### src/rtl/camera_pkg.sv
// Shared types and constants for the camera exposure/readout controller.
// Holds the state encoding, reset values and default readout timing used by RTL and bench.
package camera_pkg;

  typedef enum logic [2:0] {
    IDLE,
    EXPOSE,
    RD_NRE,
    RD_ADC,
    RD_GAP
  } cam_state_t;

  localparam int NRE_CYC_DEF     = 2;
  localparam int ADC_CYC_DEF     = 1;
  localparam int WDOG_CYCLES_DEF = 64;

  localparam logic RST_START  = 1'b0;
  localparam logic RST_EXPOSE = 1'b0;
  localparam logic RST_ERASE  = 1'b1;
  localparam logic RST_NRE    = 1'b1;
  localparam logic RST_ADC    = 1'b0;
  localparam logic RST_BUSY   = 1'b0;
  localparam logic RST_ERR    = 1'b0;

  function automatic int cnt_width(input int a, input int b, input int c);
    int m;
    m = a;
    if (b > m) m = b;
    if (c > m) m = c;
    return $clog2(m) + 1;
  endfunction

endpackage

### src/rtl/cam_readout_seq.sv
// One-row readout timing: NRE low for NRE_CYC cycles, then NRE low with ADC high for ADC_CYC
// cycles, then a one-cycle gap. A go pulse (re)starts a row; done is high during the gap cycle.
module cam_readout_seq
  import camera_pkg::*;
#(
  parameter int NRE_CYC = NRE_CYC_DEF,
  parameter int ADC_CYC = ADC_CYC_DEF,
  parameter int CNT_W   = 3
) (
  input  logic clk,
  input  logic rst,
  input  logic go,
  output logic done,
  output logic nre_n,
  output logic adc
);

  cam_state_t       phase_q, phase_d;
  logic [CNT_W-1:0] cnt_q, cnt_d;
  logic             nre_n_q, nre_n_d;
  logic             adc_q, adc_d;

  always_comb begin
    phase_d = phase_q;
    cnt_d   = cnt_q;
    nre_n_d = nre_n_q;
    adc_d   = adc_q;
    if (go) begin
      phase_d = RD_NRE;
      cnt_d   = CNT_W'(NRE_CYC - 1);
      nre_n_d = 1'b0;
      adc_d   = 1'b0;
    end else begin
      case (phase_q)
        RD_NRE: begin
          if (cnt_q == '0) begin
            phase_d = RD_ADC;
            cnt_d   = CNT_W'(ADC_CYC - 1);
            adc_d   = 1'b1;
          end else begin
            cnt_d = cnt_q - 1'b1;
          end
        end
        RD_ADC: begin
          if (cnt_q == '0) begin
            phase_d = RD_GAP;
            nre_n_d = 1'b1;
            adc_d   = 1'b0;
          end else begin
            cnt_d = cnt_q - 1'b1;
          end
        end
        default: phase_d = IDLE;
      endcase
    end
  end

  always_ff @(posedge clk or posedge rst) begin
    if (rst) begin
      phase_q <= IDLE;
      cnt_q   <= '0;
      nre_n_q <= RST_NRE;
      adc_q   <= RST_ADC;
    end else begin
      phase_q <= phase_d;
      cnt_q   <= cnt_d;
      nre_n_q <= nre_n_d;
      adc_q   <= adc_d;
    end
  end

  assign done  = (phase_q == RD_GAP);
  assign nre_n = nre_n_q;
  assign adc   = adc_q;

endmodule

### src/rtl/camera_ctrl_fsm.sv
// Exposure/readout controller for the 2x2 pixel camera: erase, expose until Ovf5, read both rows.
// Optional exposure watchdog enabled by defining CAM_WATCHDOG_EN.
module camera_ctrl_fsm
  import camera_pkg::*;
#(
  parameter int NRE_CYC     = NRE_CYC_DEF,
  parameter int ADC_CYC     = ADC_CYC_DEF,
  parameter int WDOG_CYCLES = WDOG_CYCLES_DEF
) (
  input  logic Clk,
  input  logic Reset,
  input  logic Init,
  input  logic Ovf5,
  output logic Start,
  output logic Expose,
  output logic Erase,
  output logic NRE_1,
  output logic NRE_2,
  output logic ADC,
  output logic Busy,
  output logic Err
);

  localparam int CNT_W = cnt_width(NRE_CYC, ADC_CYC, WDOG_CYCLES);

  // Row timing lives in cam_readout_seq; this FSM sits in RD_NRE for the whole two-row readout.
  cam_state_t state_q, state_d;
  logic       r_q, r_d;
  logic       start_q, start_d;
  logic       expose_q, expose_d;
  logic       erase_q, erase_d;
  logic       busy_q, busy_d;
  logic       seq_go, seq_done, seq_nre_n, seq_adc;
`ifdef CAM_WATCHDOG_EN
  logic             err_q, err_d;
  logic [CNT_W-1:0] wdog_q, wdog_d;
`endif

  always_comb begin
    state_d  = state_q;
    r_d      = r_q;
    start_d  = 1'b0;
    expose_d = expose_q;
    erase_d  = erase_q;
    busy_d   = busy_q;
    seq_go   = 1'b0;
`ifdef CAM_WATCHDOG_EN
    err_d    = err_q;
    wdog_d   = wdog_q;
`endif
    case (state_q)
      IDLE: begin
        if (Init) begin
          state_d  = EXPOSE;
          start_d  = 1'b1;
          expose_d = 1'b1;
          erase_d  = 1'b0;
          busy_d   = 1'b1;
`ifdef CAM_WATCHDOG_EN
          err_d    = 1'b0;
          wdog_d   = CNT_W'(WDOG_CYCLES - 1);
`endif
        end
      end
      EXPOSE: begin
        // Ovf5 is checked first so a pulse on the watchdog's last cycle still completes normally.
        if (Ovf5) begin
          state_d  = RD_NRE;
          r_d      = 1'b0;
          expose_d = 1'b0;
          seq_go   = 1'b1;
        end
`ifdef CAM_WATCHDOG_EN
        else if (wdog_q == '0) begin
          state_d  = IDLE;
          expose_d = 1'b0;
          erase_d  = 1'b1;
          busy_d   = 1'b0;
          err_d    = 1'b1;
        end else begin
          wdog_d = wdog_q - 1'b1;
        end
`endif
      end
      RD_NRE: begin
        if (seq_done) begin
          if (r_q) begin
            state_d = IDLE;
            r_d     = 1'b0;
            erase_d = 1'b1;
            busy_d  = 1'b0;
          end else begin
            r_d    = 1'b1;
            seq_go = 1'b1;
          end
        end
      end
      default: state_d = IDLE;
    endcase
  end

  always_ff @(posedge Clk or posedge Reset) begin
    if (Reset) begin
      state_q  <= IDLE;
      r_q      <= 1'b0;
      start_q  <= RST_START;
      expose_q <= RST_EXPOSE;
      erase_q  <= RST_ERASE;
      busy_q   <= RST_BUSY;
`ifdef CAM_WATCHDOG_EN
      err_q    <= RST_ERR;
      wdog_q   <= '0;
`endif
    end else begin
      state_q  <= state_d;
      r_q      <= r_d;
      start_q  <= start_d;
      expose_q <= expose_d;
      erase_q  <= erase_d;
      busy_q   <= busy_d;
`ifdef CAM_WATCHDOG_EN
      err_q    <= err_d;
      wdog_q   <= wdog_d;
`endif
    end
  end

  cam_readout_seq #(
    .NRE_CYC(NRE_CYC),
    .ADC_CYC(ADC_CYC),
    .CNT_W  (CNT_W)
  ) u_seq (
    .clk  (Clk),
    .rst  (Reset),
    .go   (seq_go),
    .done (seq_done),
    .nre_n(seq_nre_n),
    .adc  (seq_adc)
  );

  assign Start  = start_q;
  assign Expose = expose_q;
  assign Erase  = erase_q;
  assign NRE_1  = r_q ? 1'b1 : seq_nre_n;
  assign NRE_2  = r_q ? seq_nre_n : 1'b1;
  assign ADC    = seq_adc;
  assign Busy   = busy_q;
`ifdef CAM_WATCHDOG_EN
  assign Err    = err_q;
`else
  assign Err    = 1'b0;
`endif

endmodule

### config.mk
export PLATFORM = sky130hd
export DESIGN_NAME = camera_ctrl_fsm
export DESIGN_NICKNAME = d
export VERILOG_FILES = /design/src/rtl/camera_pkg.sv /design/src/rtl/cam_readout_seq.sv /design/src/rtl/camera_ctrl_fsm.sv
export SDC_FILE = /design/constraint.sdc
export NUM_CORES = 1
export LEC_CHECK = 0
export CAP_MARGIN = 30
export CORE_MARGIN = 5
export CORE_UTILIZATION = 55
export DETAILED_ROUTE_END_ITERATION = 10
export PLACE_DENSITY = 0.87
export REMOVE_ABC_BUFFERS = 1
export SKIP_CTS_REPAIR_TIMING = 1
export SLEW_MARGIN = 20
export SYNTH_ARGS = -nofsm -noshare
export SYNTH_HDL_FRONTEND = slang
export SYNTH_SLANG_ARGS = --single-unit
export TNS_END_PERCENT = 30
### constraint.sdc
create_clock -name Clk -period 2.97 [get_ports Clk]
set_input_delay 0.4455 -clock Clk [delete_from_list [all_inputs] [get_ports Clk]]
set_output_delay 0.4455 -clock Clk [all_outputs]
set_load 0.005 [all_outputs]
==> run metrics, run 1 <==
fin crit period=between 1500 and 2000 ps; Global Route Usage Sum=between 10% and 20%; startpoint types=register; CTS tree=done; predominant post-synthesis flop cell=dfrtp_1; die height=between 50 and 60 um; synth warn=0; layout cell share with drive strength beyond 1=11.8%; Antenna Cells=0; largest family of logic cells by synthesized area=simple AND/OR/NAND/NOR gates; simple-gate share of the synthesized area=between 20% and 30%; detailed placement HPWL=between 1000 and 1500 um; Root Driver=clkbuf_4; Seq/Total Area, Yosys=44.3%; post-synthesis cell type count=43; IO Pins=12; synth-to-layout area growth=13.3%; Clk Latency, worst-skew pair=approximately 300 ps; most frequent cells in the layout=17 x dfrtp_1, 10 x clkdlybuf4s50_1, 8 x inv_1; post-synthesis register bit count=19; fin crit share=about two thirds; Clk pwr share=between 10% and 20%; crit path launch=r_q$_DFFE_PP0P_; setup TNS=0 ps; first-pass GRT wire length=approximately 3300 um; f_max=slightly above 0.5 GHz; async set-or-reset flop fraction in the synthesized netlist=between 90% and 100%; r2r setup slk=between 1000 and 1500 ps; H-tree level count=1; xor and xnor fraction of the mapped netlist area=0.811%; Worst Tran Pin Value=718 ps; Clk pin slew, worst setup/hold paths=roughly 100 ps; HP Class=register to register; adder-cell area share of the yosys netlist=about 7%; GRT overflow=0; P_sw=about 450 uW; Area after DPL=1200 um^2; leakage=approximately 0.52 nW; Net Sw Frac=slightly below 40%; post-layout util=63.7%; Setup Skew=approximately 1.6 ps; cts bufs inserted=3; Syn Area/Cell=roughly 10 um^2; crit end category=output pin; FP Rows=16; width of the die=around 54 um; Fin. Hold Viols=0; setup ws final=~1000 ps; DR vias=between 800 and 900; Initial Util=between 50% and 60%; outcome=complete, no violations; IO buf count=10; worst-path cell chain=or2_2, clkdlybuf4s50_1; Routability Congestion=approximately 0.81; RR Startpoint=u_seq.cnt_q[0]$_DFFE_PP0P_; Hold Startpoint=Busy$_DFFE_PP0P_; slew margin rel.=~52%; core area=between 1500 and 2000 um^2; WL final=a little under 2000 um; Mapped Area=between 1000 and 1500 um^2; Final setup viols=0; Worst Path Required=around 2500 ps; Reg area=478 um^2; Tot Pwr=between 1 and 1.5 mW; worst slack, placed=about 910 ps; Fillers=about 160; largest net degree at the start of global routing=20; Post-synth EDFFs=0; crit path max-delay cell type=dfrtp_1; vias in the first global route=approximately 760; multi-input logic area=548 um^2; crit-path max FO=8; Max stage delay on crit path=470 ps; sequential power share=40.5%; initial DRC count=16; Max VDD drop=0.000486 V; drt via density=between 5 and 6; Antenna Nets Post-Route=0; DRC=0; DR WL/cell=roughly 13 um; initial antenna violation count=0; post-synthesis compound-gate area fraction=roughly 17%; DR pass1 iterations=4; worst setup path class=register to output pin; Int Power=between 700 and 800 uW; MaxCap Viol Count=0; RSZ-0062 raised after global routing=false; Nets=between 100 and 150; Clock Path Buffers=2; pins over their slew limit=0; most common cell after layout, fill and taps aside=dfrtp_1; Post-Layout Inst Area=roughly 1200 um^2; CP Data Arrival Time=1510 ps; multiplexer area fraction after synthesis=around 2%; PwrDens=944 nW/um^2; Sink Count=19; combinational share of power=a little under half; Cells after Synth=around 110; DIE AREA=approximately 2900 um^2
## worst max-delay path, delay by kind of cell, from the launching register on
kind                   cells  cell delay, ps
flip-flops                 1             470
AND/OR/NAND/NOR            1             300
buffers and inverters      1             450
## power by group through the flow
stage | Sequential, mW | Combinational [mW] | Clock, mW
3_5_place_dp | 0.474 | 0.556 | 0
5_1_grt | 0.486 | 0.616 | 0.151
3_3_place_gp | 0.465 | 0.536 | 0
2_1_floorplan | 0.453 | 0.397 | 0
4_1_cts | 0.469 | 0.560 | 0.138
6_report | 0.468 | 0.555 | 0.133
## cell families after synthesis
logic type	count (synthesis)
and+or+nand+nor	42
AOI/OAI and AO/OA	25
DFF	19
buffers and inverters	11
adders and majority gates	6
muxes	2
other	1
xor gates and xnor gates	1
## synthesized netlist by cell type, drive strengths merged (3+ instances only)
cell,n,area share [%]
inv,8,2.8
buf,3,2.2
ha,6,7.0
nor2b,4,2.3
dfrtp,17,39
nand3,6,3.2
a21oi,7,3.2
and2,3,1.7
nand2,7,2.4
nand2b,3,1.7
o211ai,5,4.4
## area by class of cell
cell class	count	area share (%)
clock buffer	4	2.15
tap	27	2.76
timing repair buffer	11	8.79
sequential	19	39.1
multi-input combinational	77	44.8
inverter	8	2.45
## flip-flops by register name (all words and copies together) (netlist names)
name and cells:
Busy 1, Erase 1, Expose 1, Start 1, r_q 1, state_q 2
u_seq.adc 1, u_seq.cnt_q 7, u_seq.nre_n 1, u_seq.phase_q 3
## per-layer routing
layer / share of wire, % / GRT usage (%) / up-vias
met2: 45 / 24.9 / 18
met5: 0 / 0 / -
met4: 2.4 / 9.96 / 0
met3: 4.2 / 3.27 / 5
li1: - / - / 412
met1: 48 / 19.8 / 388
## path summary, 6_finish.rpt
path / to / cells after the start
max in group asynchronous: r_q$_DFFE_PP0P_ / 2
setup / recovery: NRE_1 / 2
setup reg to reg: u_seq.cnt_q[3]$_DFFE_PP0P_ / 6
min in group asynchronous: Busy$_DFFE_PP0P_ / 2
hold reg to reg: Busy$_DFFE_PP0P_ / 2
hold / removal: Busy$_DFFE_PP0P_ / 2
## metrics by stage
step	hold WS, ps	std cells
detailed placement	525	142
global placement	495	142
CTS	540	146
global route	568	146
floorplan	395	104
finish	540	146
Power figures use the tool's default switching activity.
==> run 2, diff against run 1 <==
Settings changed: CORE_UTILIZATION 55 to 54, PLACE_DENSITY 0.87 to 0.86.
Clock period 2.97 ns to 2 ns, I/O delays scaled along.
==> run 2 against run 1 <==
- via count rose by 4.6%
- sequential cell count did not move
- utilization rose by 0.83 points
- non-clock buffer count rose by 3
- register-to-register slack got worse by 850 ps
- critical path type unchanged
- highest routed layer unchanged
==> run metrics, run 2 (synthesis gave the netlist of run 1 again) <==
Tot Pwr=1.75 mW; Worst Path Required=1700 ps; vias in the first global route=between 700 and 800; DR vias=approximately 860; H-tree level count=1; sequential power share=between 40% and 50%; Global Route Usage Sum=roughly 16%; worst slack, placed=between 200 and 250 ps; setup TNS=0 ps; Top Registers=u_seq.cnt_q: 7 flops, u_seq.phase_q: 3 flops, state_q: 2 flops; crit-path max FO=8; Int Power=1.06 mW; DR pass1 iterations=6; width of the die=54.7 um; Setup Skew=between 4 and 5 ps; outcome=complete, no violations; core area=~1900 um^2; Nets=133; most frequent cells in the layout=17 x dfrtp_1, 10 x clkdlybuf4s50_1, 8 x inv_1; worst hold slack=about 310 ps; Root Driver=clkbuf_4; DIE AREA=2990 um^2; Antenna Cells=0; fin crit period=about 1800 ps; fin crit share=between 90% and 100%; RR Startpoint=state_q[0]$_DFFE_PP0P_; Clk pin slew, worst setup/hold paths=110 ps; FF-to-FF path depth=6; r2r setup slk=200 ps; crit path launch=r_q$_DFFE_PP0P_; first-pass GRT wire length=about 3300 um; Net Sw Frac=39.3%; f_max=roughly 0.55 GHz; Initial Util=a little under three fifths; DRC=0; Biggest register=u_seq.cnt_q; detailed placement HPWL=around 1500 um; largest net degree at the start of global routing=20; number of flip-flops in the largest register=7; P_sw=around 700 uW; Clk pwr share=a little over a tenth; MaxCap Viol Count=0; layout cell share with drive strength beyond 1=between 15 and 20%; Routability Congestion=around 0.85; combinational share of power=between 40 and 50%; Max stage delay on crit path=470 ps; most common cell after layout, fill and taps aside=dfrtp_1; Fin. Hold Viols=0; startpoint types=register; CP top delay family=flip-flops; crit path max-delay cell type=dfrtp_1; initial DRC count=13; Sink Count=19; initial antenna violation count=0; setup ws final=roughly 190 ps; RSZ-0062 raised after global routing=false; IO Pins=12; cts bufs inserted=3; worst-path cell chain=or2_2, clkdlybuf4s50_1; synth-to-layout area growth=16.0%; FP Rows=16; CP Data Arrival Time=between 1500 and 2000 ps; Clock Path Buffers=2; Post-Layout Inst Area=1250 um^2; DR WL/cell=13.8 um; R2R Path End=u_seq.cnt_q[5]$_DFFE_PP0P_; PwrDens=between 1000 and 1500 nW/um^2; Max VDD drop=0.000766 V; HP Class=input port to asynchronous set/reset pin; die height=54.7 um; Antenna Nets Post-Route=0; WL final=roughly 2100 um; leakage=0.540 nW; GRT overflow=0; worst setup path class=register to output pin; Area after DPL=~1200 um^2; CTS tree=done; Clk Latency, worst-skew pair=approximately 300 ps; Worst Path Buf+Inv=1; crit end category=output pin; Final setup viols=0; pins over their slew limit=0; drt via density=~5.8; IO buf count=10
run 2: cell count changes in the layout (fill, tap and decap cells not counted):
cell	delta
clkbuf_1	-1
buf_4	+3
nor3b_1	-1
clkinv_2	+1
nor3b_2	+1
run 2: worst max path at each step:
stage,end,slack (ps),depth (start not counted)
global route,u_seq.cnt_q[5]$_DFFE_PP0P_,50,6
floorplan,u_seq.cnt_q[5]$_DFFE_PP0P_,250,6
finish,NRE_1,190,2
detailed placement,u_seq.cnt_q[3]$_DFFE_PP0P_,210,6
CTS,NRE_1,170,2
global placement,u_seq.cnt_q[2]$_DFFE_PP0P_,240,6
run 2: final cells by class:
type	instances	area (um^2)
fill	157	689
multi-input combinational	77	553
sequential	19	478
timing repair buffer	14	130
tap	27	33.8
inverter	8	30.0
clock buffer	3	22.5
clock inverter	1	5.00
run 2: metal layers:
metal / vias up / GRT usage [%] / wire [um]
met5: - / 0 / 0
met3: 4 / 2.45 / 113
li1: 419 / - / -
met1: 414 / 18.5 / 897
met2: 24 / 27.8 / 1010
met4: 0 / 8.71 / 35
run 2: tightest hold or removal path: stages:
cell and delay (ps):
clkdlybuf4s50_1 400, inv_1 50, buf_4 250
run 2: metrics by stage:
step | utilization [%] | std cells
after global placement | 62.8 | 145
after CTS | 64.2 | 149
after global routing | 64.5 | 149
after floorplan | - | 104
after detailed placement | 62.8 | 145
final | 64.5 | 149
run 2: power groups by stage:
stage          Clock (mW)  Combinational (mW)  Sequential, mW
4_1_cts             0.205               0.858           0.695
6_report            0.193               0.856           0.701
5_1_grt             0.219               0.953           0.723
2_1_floorplan           0               0.589           0.672
3_3_place_gp            0               0.824           0.690
3_5_place_dp            0               0.851           0.701
==> run 3, diff against run 2 <==
Settings changed: CORE_UTILIZATION 54 to 53, HOLD_SLACK_MARGIN set to 0.02, PLACE_DENSITY 0.86 to 0.85.
==> run 3 against run 2 <==
- combinational power is 1% higher
- critical path depth is 2 higher
- global-route usage is 1.2 points higher
- sequential share of layout area hardly changed
- largest cell class unchanged
==> run metrics, run 3 (synthesis gave the netlist of run 1 again) <==
Antenna Nets Post-Route=0; initial antenna violation count=0; initial DRC count=18; first-pass GRT wire length=3660 um; slew margin rel.=slightly above 60%; Initial Util=about 56%; vias in the first global route=approximately 900; WL final=approximately 2100 um; Sink Count=19; worst-path cell chain=nor3_1, o211ai_1, nand3_1, o211ai_1; Fin. Hold Viols=0; Antenna Cells=0; GRT overflow=0; Post-Layout Inst Area=1250 um^2; largest net degree at the start of global routing=20; width of the die=~55 um; CP Data Arrival Time=approximately 2000 ps; post-layout util=between 60% and 70%; worst setup path class=register to register; crit end category=register; f_max=between 0.5 and 0.6 GHz; drt via density=5.78; cts bufs inserted=3; Clock Path Buffers=2; Global Route Usage Sum=between 15 and 20%; die height=about 55 um; outcome=complete, no violations; Nets=approximately 130; layout cell share with drive strength beyond 1=about 15%; Root Driver=clkbuf_4; Clk pin slew, worst setup/hold paths=around 110 ps; DR vias=861; DR pass1 iterations=5; CTS tree=done; multi-input logic area=roughly 550 um^2; FP Rows=16; pins over their slew limit=0; IO Pins=12; Max VDD drop=0.000708 V; Worst Tran Pin Value=565 ps; cell mode on critical path=o211ai_1; synth-to-layout area growth=15.9%; Max stage delay on crit path=~520 ps; detailed placement HPWL=about 1600 um; Final setup viols=0; Area after DPL=roughly 1200 um^2; startpoint types=register; Reg area=about 480 um^2; PwrDens=1410 nW/um^2; DR WL/cell=roughly 14 um; Biggest register=u_seq.cnt_q; H-tree level count=1; HP Class=input port to asynchronous set/reset pin; crit path max-delay cell type=nor3_1; leakage=~0.54 nW; Finished Layout Cells=149; most common cell after layout, fill and taps aside=dfrtp_1; DIE AREA=3040 um^2; Setup Skew=2.69 ps; fin crit period=1860 ps; setup TNS=0 ps; Clk Latency, worst-skew pair=290 ps; worst hold slack=between 300 and 400 ps; Top Registers=u_seq.cnt_q: 7 flops, u_seq.phase_q: 3 flops, state_q: 2 flops; Routability Congestion=0.890; crit-path max FO=7; fin crit share=93.0%; most frequent cells in the layout=17 x dfrtp_1, 10 x clkdlybuf4s50_1, 8 x inv_1; core area=a little under 2000 um^2; IO buf count=10; MaxCap Viol Count=0; RSZ-0062 raised after global routing=false; DRC=0; Worst Path Required=between 2000 and 2500 ps; number of flip-flops in the largest register=7; placed insts=approximately 150; Fillers=180
run 3: cell types whose count changed in the layout (fill, tap and decap cells not counted), sizes merged:
cell / delta
clkbuf: +1
clkinv: -1
run 3: metal layers:
metal / vias up / routed length [um] / GRT usage, %
li1: 416 / - / -
met1: 415 / 944 / 19.5
met2: 24 / 1030 / 29.3
met3: 6 / 109 / 2.68
met4: 0 / 49 / 11.7
met5: - / 0 / 0
run 3: worst paths after layout:
check                      depth (start not counted)  slack [ps]                       start                          to
setup / recovery                                   4         140  u_seq.cnt_q[3]$_DFFE_PP0P_  u_seq.cnt_q[3]$_DFFE_PP0P_
hold / removal                                     3         330                       Reset      state_q[0]$_DFFE_PP0P_
setup reg to reg                                   4         140  u_seq.cnt_q[3]$_DFFE_PP0P_  u_seq.cnt_q[3]$_DFFE_PP0P_
hold reg to reg                                    1         520  u_seq.cnt_q[5]$_DFFE_PP0P_  u_seq.cnt_q[5]$_DFFE_PP0P_
max in group asynchronous                          3        1410                       Reset           Erase$_DFFE_PP1P_
min in group Clk                                   1         520  u_seq.cnt_q[5]$_DFFE_PP0P_  u_seq.cnt_q[5]$_DFFE_PP0P_
run 3: final cells by class:
class,instances,share of cell area (%)
multi-input cells,77,44.2
well taps,27,2.70
repair buffers,14,10.4
flip-flops and latches,19,38.2
clock buffers,4,2.10
inverters,8,2.40
run 3: per-stage QoR:
stage / setup WS (ps) / total power, mW
after floorplan: 252 / 1.26
after global placement: 301 / 1.51
after detailed placement: 176 / 1.57
after CTS: 148 / 1.76
after global routing: 54.3 / 1.92
final: 140 / 1.76
run 3: critical path: cells and delay by family, from the launching register on:
family          cells  cell delay, ps
flops               1             470
simple gates        2             810
compound gates      2             460
run 3: report_power, final:
part | switching, mW | leakage (nW) | internal [mW]
logic | 0.429 | 0.294 | 0.436
registers | 0.148 | 0.229 | 0.553
clock network | 0.117 | 0.0150 | 0.0776
total | 0.693 | 0.538 | 1.07
